**src/rtl/switch_event_conditioner_if.sv**
```systemverilog
// Event record and debounced level exchanged between the switch conditioner and the HPS PIO side.
interface switch_event_conditioner_if;
    logic       switch_export;
    logic       event_valid;
    logic       event_rise;
    logic       event_ack;
    logic [7:0] event_count;
    logic       overrun;

    modport master (
        output switch_export,
        output event_valid,
        output event_rise,
        input  event_ack,
        output event_count,
        output overrun
    );

    modport slave (
        input  switch_export,
        input  event_valid,
        input  event_rise,
        output event_ack,
        input  event_count,
        input  overrun
    );
endinterface

```
**src/rtl/switch_event_conditioner.sv**
```systemverilog
// Synchronises and debounces the raw slide switch, and publishes each accepted
// transition as a valid/ack event record with a sticky overrun flag.
module switch_event_conditioner #(
    parameter int SYNC_STAGES     = 2,
    parameter int DEBOUNCE_CYCLES = 50000,
    parameter int CNT_W           = 16
) (
    input  logic                          clock,
    input  logic                          reset,
    input  logic                          switch,
    switch_event_conditioner_if.master    evt
);

    typedef enum logic [1:0] {STABLE_LO, WAIT_HI, STABLE_HI, WAIT_LO} state_t;

    localparam logic [CNT_W-1:0] CNT_LIMIT = CNT_W'(DEBOUNCE_CYCLES);
    localparam logic [CNT_W-1:0] CNT_ONE   = CNT_W'(1);

    logic [SYNC_STAGES-1:0] sync_ff;
    logic                   sync;

    state_t           state, state_next;
    logic [CNT_W-1:0] cnt, cnt_next;
    logic             accept;
    logic             accept_level;

    logic       export_q, export_next;
    logic       valid_q, valid_next;
    logic       rise_q, rise_next;
    logic [7:0] count_q, count_next;
    logic       overrun_q, overrun_next;

    assign sync = sync_ff[SYNC_STAGES-1];

    always_ff @(posedge clock) begin
        if (reset) begin
            sync_ff   <= '0;
            state     <= STABLE_LO;
            cnt       <= '0;
            export_q  <= 1'b0;
            valid_q   <= 1'b0;
            rise_q    <= 1'b0;
            count_q   <= 8'd0;
            overrun_q <= 1'b0;
        end else begin
            sync_ff   <= {sync_ff[SYNC_STAGES-2:0], switch};
            state     <= state_next;
            cnt       <= cnt_next;
            export_q  <= export_next;
            valid_q   <= valid_next;
            rise_q    <= rise_next;
            count_q   <= count_next;
            overrun_q <= overrun_next;
        end
    end

    // A level reverting during WAIT is a glitch and takes priority over acceptance.
    always_comb begin
        state_next   = state;
        cnt_next     = cnt;
        accept       = 1'b0;
        accept_level = 1'b0;
        case (state)
            STABLE_LO: begin
                if (sync) begin
                    state_next = WAIT_HI;
                    cnt_next   = CNT_ONE;
                end else begin
                    cnt_next = '0;
                end
            end
            WAIT_HI: begin
                if (!sync) begin
                    state_next = STABLE_LO;
                    cnt_next   = '0;
                end else if (cnt == CNT_LIMIT) begin
                    state_next   = STABLE_HI;
                    cnt_next     = '0;
                    accept       = 1'b1;
                    accept_level = 1'b1;
                end else begin
                    cnt_next = cnt + CNT_ONE;
                end
            end
            STABLE_HI: begin
                if (!sync) begin
                    state_next = WAIT_LO;
                    cnt_next   = CNT_ONE;
                end else begin
                    cnt_next = '0;
                end
            end
            WAIT_LO: begin
                if (sync) begin
                    state_next = STABLE_HI;
                    cnt_next   = '0;
                end else if (cnt == CNT_LIMIT) begin
                    state_next   = STABLE_LO;
                    cnt_next     = '0;
                    accept       = 1'b1;
                    accept_level = 1'b0;
                end else begin
                    cnt_next = cnt + CNT_ONE;
                end
            end
            default: begin
                state_next = STABLE_LO;
                cnt_next   = '0;
            end
        endcase
    end

    // An ack landing with a new acceptance consumes the old event, so no overrun.
    always_comb begin
        export_next  = export_q;
        valid_next   = valid_q;
        rise_next    = rise_q;
        count_next   = count_q;
        overrun_next = overrun_q;
        if (accept) begin
            export_next = accept_level;
            valid_next  = 1'b1;
            rise_next   = accept_level;
            count_next  = count_q + 8'd1;
            if (valid_q && evt.event_ack) begin
                overrun_next = 1'b0;
            end else if (valid_q) begin
                overrun_next = 1'b1;
            end
        end else if (valid_q && evt.event_ack) begin
            valid_next   = 1'b0;
            overrun_next = 1'b0;
        end
    end

    assign evt.switch_export = export_q;
    assign evt.event_valid   = valid_q;
    assign evt.event_rise    = rise_q;
    assign evt.event_count   = count_q;
    assign evt.overrun       = overrun_q;

endmodule
```
**src/flat_wrapper.sv**
```systemverilog
// flat-port wrapper written by rule: the top's interface ports become plain ports
module switch_event_conditioner_flat 
#(
    parameter int SYNC_STAGES     = 2,
    parameter int DEBOUNCE_CYCLES = 50000,
    parameter int CNT_W           = 16
)
  (clock, reset, switch, evt_switch_export, evt_event_valid, evt_event_rise, evt_event_ack, evt_event_count, evt_overrun);
  switch_event_conditioner_if evt_i ();
  input  logic clock;
  input  logic reset;
  input  logic switch;
  output wire logic [$bits(evt_i.switch_export)-1:0] evt_switch_export;
  output wire logic [$bits(evt_i.event_valid)-1:0] evt_event_valid;
  output wire logic [$bits(evt_i.event_rise)-1:0] evt_event_rise;
  input wire logic [$bits(evt_i.event_ack)-1:0] evt_event_ack;
  output wire logic [$bits(evt_i.event_count)-1:0] evt_event_count;
  output wire logic [$bits(evt_i.overrun)-1:0] evt_overrun;
  assign evt_switch_export = evt_i.switch_export;
  assign evt_event_valid = evt_i.event_valid;
  assign evt_event_rise = evt_i.event_rise;
  assign evt_i.event_ack = evt_event_ack;
  assign evt_event_count = evt_i.event_count;
  assign evt_overrun = evt_i.overrun;
  switch_event_conditioner #(.SYNC_STAGES(SYNC_STAGES), .DEBOUNCE_CYCLES(DEBOUNCE_CYCLES), .CNT_W(CNT_W)) u_core (.clock(clock), .reset(reset), .switch(switch), .evt(evt_i));
endmodule
```
**config.mk**
```make
export PLATFORM = sky130hd
export DESIGN_NAME = switch_event_conditioner_flat
export DESIGN_NICKNAME = d
export VERILOG_FILES = /design/src/rtl/switch_event_conditioner_if.sv /design/src/rtl/switch_event_conditioner.sv /design/src/flat_wrapper.sv
export SDC_FILE = /design/constraint.sdc
export NUM_CORES = 1
export LEC_CHECK = 0
export CAP_MARGIN = 20
export CORE_AREA = 3 3 59 61
export CTS_CLUSTER_DIAMETER = 30
export DETAILED_ROUTE_END_ITERATION = 10
export DIE_AREA = 0 0 62 64
export GPL_ROUTABILITY_DRIVEN = 0
export PLACE_DENSITY_LB_ADDON = 0.1
export REMOVE_ABC_BUFFERS = 1
export SLEW_MARGIN = 5
export SYNTH_ARGS = -nofsm -noshare
export SYNTH_HDL_FRONTEND = slang
export SYNTH_SLANG_ARGS = --single-unit
export TNS_END_PERCENT = 50
```
**constraint.sdc**
```tcl
create_clock -name clock -period 2.4 [get_ports clock]
set_input_delay 0.72 -clock clock [delete_from_list [all_inputs] [get_ports clock]]
set_output_delay 0.72 -clock clock [all_outputs]
set_load 0.005 [all_outputs]
```
After elaboration in Yosys (flattened, before gate mapping). Cells that the tools add are included.

Reductions and logical operators: 6. $add $sub $neg: 2. Equal/unequal tests: 8. Mux-type cells: 23.

Operator list (number): 16-bit case mux with 4 select lines (1); 16-bit two-way mux (3); 16-bit by 1-bit adder with 16-bit output, second input constant (1); 16-bit equality test, second input constant (1); 2-bit two-way mux (6); 1-bit two-way mux (11); 8-bit by 1-bit adder with 8-bit output, second input constant (1); 2-bit case mux with 4 select lines (1); 2-bit equality test, second input constant (2); 4-bit AND reduction (1); 2-bit nonzero test (2); 3-bit by 1-bit inequality test with 1-bit output, second input constant (1); 3-bit inequality test, second input constant (1); 2-bit by 1-bit equality test with 1-bit output, second input constant (1); 2-bit zero test (1); 2-bit by 1-bit inequality test with 1-bit output, second input constant (1); 2-bit inequality test, second input constant (1); 1-bit case mux with 2 select lines (1); 2-bit AND reduction (1); 1-bit logical AND (1).

Register bits: 31. Logic and storage cells: 46. Output and inout bits: 12.

Depth between registers and ports, before layout.
Depth after elaboration: 6. Depth in mapped cells: 7. Depth with buffers taken out: 6.

Worst setup path before layout. OpenSTA, ideal clock, no wires.

Path type: reg2reg. From: reg u_core.cnt[0]. To: reg u_core.count_q[5] (netlist: u_core.evt.event_count[5]). Data arrival time: 1671 ps. Cell stages (with the launch flop): 7. Required time: 2277 ps. Path slack: 606 ps. Path buffers: 0. Path through: dfxtp_1 -> inv_1 -> ha_1 -> nor4b_2 -> nand3_1 -> nor4_1 -> mux2_1.

Cells in the longest elaborated chain, start to end: 4.

Ends and longest elaborated chain: start: declaration (line switch_event_conditioner.sv:23) `logic [CNT_W-1:0] cnt, cnt_next;`; start signal: assignment (line switch_event_conditioner.sv:48) `cnt <= cnt_next;`; 16-bit equality test * (line switch_event_conditioner.sv:76, switch_event_conditioner.sv:97); 1-bit two-way mux * (line switch_event_conditioner.sv:76, switch_event_conditioner.sv:97); 1-bit two-way mux, on equally long branches (line switch_event_conditioner.sv:94, switch_event_conditioner.sv:73); 1-bit case mux with 2 select lines * (line switch_event_conditioner.sv:63) `case (state)`; end signal: assignment (line switch_event_conditioner.sv:52) `count_q <= count_next;`; end: declaration (line switch_event_conditioner.sv:30) `logic [7:0] count_q, count_next;`.

Every way passes the cells marked *; elsewhere a longest branch is shown, timed or not. A chain may end at the register's enable or synchronous reset.

Final worst setup path. Ends and elaborated chain as after synthesis.

==> results_dict.tcl <==
set metrics [dict create \
    grt_pass1_vias 1197 \
    postRouteAntennaNets 0 \
    arrival_ns 2.38 \
    swShare_pct 20.4 \
    crit_path_end "u_core.evt.event_count[5]" \
    power_density_mw_per_mm2 515 \
    synth_commonest_cells "dfxtp_1, nor2_1, a21oi_1" \
    startpoint "u_core.cnt[0]" \
    area_delta_synth_final_pct 17.3 \
    yosysUniqueCellTypes 36 \
    cts_made_buffers 5 \
    r2r_end "u_core.evt.event_count[5]" \
    crit_path_start_kind "flop" \
    status "complete, no violations" \
    drive_gt1_share_pct 7.69 \
    max_freq_mhz 464 \
    fillCellCount 284 \
    detail_route.wl_per_cell_microns 12.5 \
    min_period_over_period_pct 89.7 \
    vdd_drop_max_mv 0.315 \
    maxSlewViolCount 0 \
    post_cts_resized 0 \
    p_int_mw 0.705 \
    core_sq_mm 0.00303 \
    combPwrFrac_pct 2.9 \
    rsz0062_at_grt "false" \
    grt.total_usage_pct 17.3 \
    start_util_pct 48.4 \
    antenna_found_initial 0 \
    worstMarginPinSlew_ns 0.617 \
    p_leak_nw 0.526 \
    clockBufferDepth 2 \
    grt_first_pass_wirelength_microns 5130 \
    worstPathRequired_ns 2.62 \
    cts_root_buf "clkbuf_4" \
    path_clk_slew_ns 0.09 \
    skew_ns 0.00830 \
    die-area_sq_mm 0.00397 \
    numPortBuffers 15 \
    fin_crit_ns 2.15 \
    maxCapViolations 0 \
    io_pins 16 \
    route.detailed.drc 0 \
    die_x_microns 62 \
    rows 20 \
    critPathKind "flop to flop" \
    cts_max_level 2 \
    grt_max_degree 16 \
    cts_tree "built" \
    yosys_register_bits 31 \
    seq_power_share_pct 58.9 \
    rrSetupSlack_ns 0.25 \
    crit_chain "inv_1, ha_1, nor4b_2, nand3_1, nor4_1, mux2_1" \
    synth.avg_cell_area_sq_um 9.04 \
    grt_overflow 0 \
    n_antenna_cell 0 \
    critPathMaxFanout 8 \
    yosysTopAreaCell "dfxtp_1" \
    vias 1222 \
    synthTopCellsByArea "dfxtp_1, xnor2_1, nor2_1" \
    yosys_warnings 0 \
    ctsHoldBuffers 0 \
    power.total_mw 0.886 \
    finalSetupTns_ns 0 \
    insertion_delay_ns 0.33 \
    cp_slowest_cell "nor4b_2" \
    fin_nets 188 \
    cts_setup_buffers 0 \
    netlist_instances 162 \
    clkSinkCount 31 \
    via_per_inst 5.41 \
    reg2reg_from "u_core.cnt[0]" \
    yosysSeqAreaShare_pct 42.4 \
    reg2reg_depth 6 \
    drt_pass1_iterations 4 \
    clkPwrFrac_pct 38.2 \
    hold_viol 0 \
    die_height_microns 64 \
    yosysTopAreaCellShare_pct 42.4 \
    yosysMostFrequentCell "dfxtp_1" \
    synth_edf_count 0 \
    cp-end-kind "flop" \
    max_stage_delay_ns 0.42 \
    power.switching_mw 0.181 \
    holdCritPathClass "flop to flop" \
    finalWirelength_microns 2830 \
    synthFlopType "dfxtp_1" \
    async_flop_share_pct 0 \
    relSlewSlack_pct 58.7 \
    syn-cell-area_sq_mm 0.00147 \
    hpwl_microns 2070 \
    setup_viol 0 \
    drt_iter0_drc 61 \
]
layout make-up:
| class | count | area [sq um] | area share, % |
|---|---|---|---|
| multi-input combinational | 120 | 791 | 46.0 |
| sequential | 31 | 621 | 36.1 |
| clock buffer | 8 | 68.8 | 4.00 |
| timing repair buffer | 16 | 158 | 9.17 |
| tap | 44 | 55.1 | 3.20 |
| inverter | 7 | 26.3 | 1.53 |
kinds of logic (layout without fill, tap and decap cells):
| group | count (synthesis) | count (layout) | synth area share, % |
|---|---|---|---|
| AOI/OAI and AO/OA | 24 | 24 | 10.2 |
| buffers and inverters | 11 | 31 | 3.67 |
| DFF | 31 | 31 | 42.4 |
| xor gates and xnor gates | 14 | 14 | 8.37 |
| and+or+nand+nor | 76 | 76 | 30.7 |
| adders and majority gates | 3 | 3 | 2.56 |
| muxes | 3 | 3 | 2.13 |
state kept, by name, indices dropped and copies added (netlist names), named ones only:
register	cells
u_core.cnt	16
u_core.evt.event_count	8
u_core.sync_ff	2
u_core.evt.event_valid	1
u_core.evt.overrun	1
u_core.evt.switch_export	1
u_core.state	1
power groups by stage:
stage,sequential (mW),clock [mW],combinational [mW]
5_1_grt,0.523,0.383,0.0282
4_1_cts,0.522,0.356,0.0260
2_1_floorplan,0.533,0,0.00778
6_report,0.521,0.338,0.0257
3_5_place_dp,0.534,0,0.0258
3_3_place_gp,0.533,0,0.0256
layer usage:
layer  share of wire (%)  wire length, microns  up-vias  track usage (%)
li1                    -                     -      617                -
met1                  45                  1260      574             20.0
met2                  48                  1360       21             27.3
met3                 4.4                   125       10             6.67
met4                 2.8                    78        0             7.96
met5                   0                     0        -                0
worst max-delay path, delay by kind of cell, from the launching register on:
| family | cells | cell delay (ns) |
|---|---|---|
| buffers and inverters | 1 | 0.12 |
| adder cells (fa/ha/maj) | 1 | 0.15 |
| AND/OR/NAND/NOR | 3 | 1.07 |
| flip-flops | 1 | 0.37 |
| multiplexers | 1 | 0.34 |
placed cells by master, fill, tap and decap left out, types with 5 or more instances in the layout:
master / n
nor3_1: 5
o31ai_1: 6
nand4_1: 8
clkdlybuf4s50_1: 15
nor2b_1: 6
nor2_1: 19
xnor2_1: 9
dfxtp_1: 31
nand3_1: 8
xor2_1: 5
a21oi_1: 10
or4_1: 6
clkbuf_4: 5
nand2_1: 7
inv_1: 7
per-stage QoR:
step | hold slack (ns) | instances | instance area (sq um) | worst slack, ns | utilization, %
finish | 0.442 | 226 | 1720 | 0.247 | 56.8
global placement | 0.426 | 218 | 1650 | 0.277 | 54.5
global route | 0.467 | 226 | 1720 | 0.0665 | 56.8
floorplan | 0.414 | 158 | 1440 | 0.606 | -
CTS | 0.448 | 226 | 1720 | 0.271 | 56.8
detailed placement | 0.428 | 218 | 1650 | 0.303 | 54.5
worst min-delay path by stage:
stage                            from                 to  slack [ns]  depth (start not counted)
global route        u_core.sync_ff[0]  u_core.sync_ff[1]        0.47                          1
floorplan           u_core.sync_ff[0]  u_core.sync_ff[1]        0.41                          1
CTS                 u_core.sync_ff[0]  u_core.sync_ff[1]        0.45                          1
global placement    u_core.sync_ff[0]  u_core.sync_ff[1]        0.43                          1
detailed placement  u_core.sync_ff[0]  u_core.sync_ff[1]        0.43                          1
finish              u_core.sync_ff[0]  u_core.sync_ff[1]        0.44                          1
No activity file was read; power rests on OpenSTA's default activity.
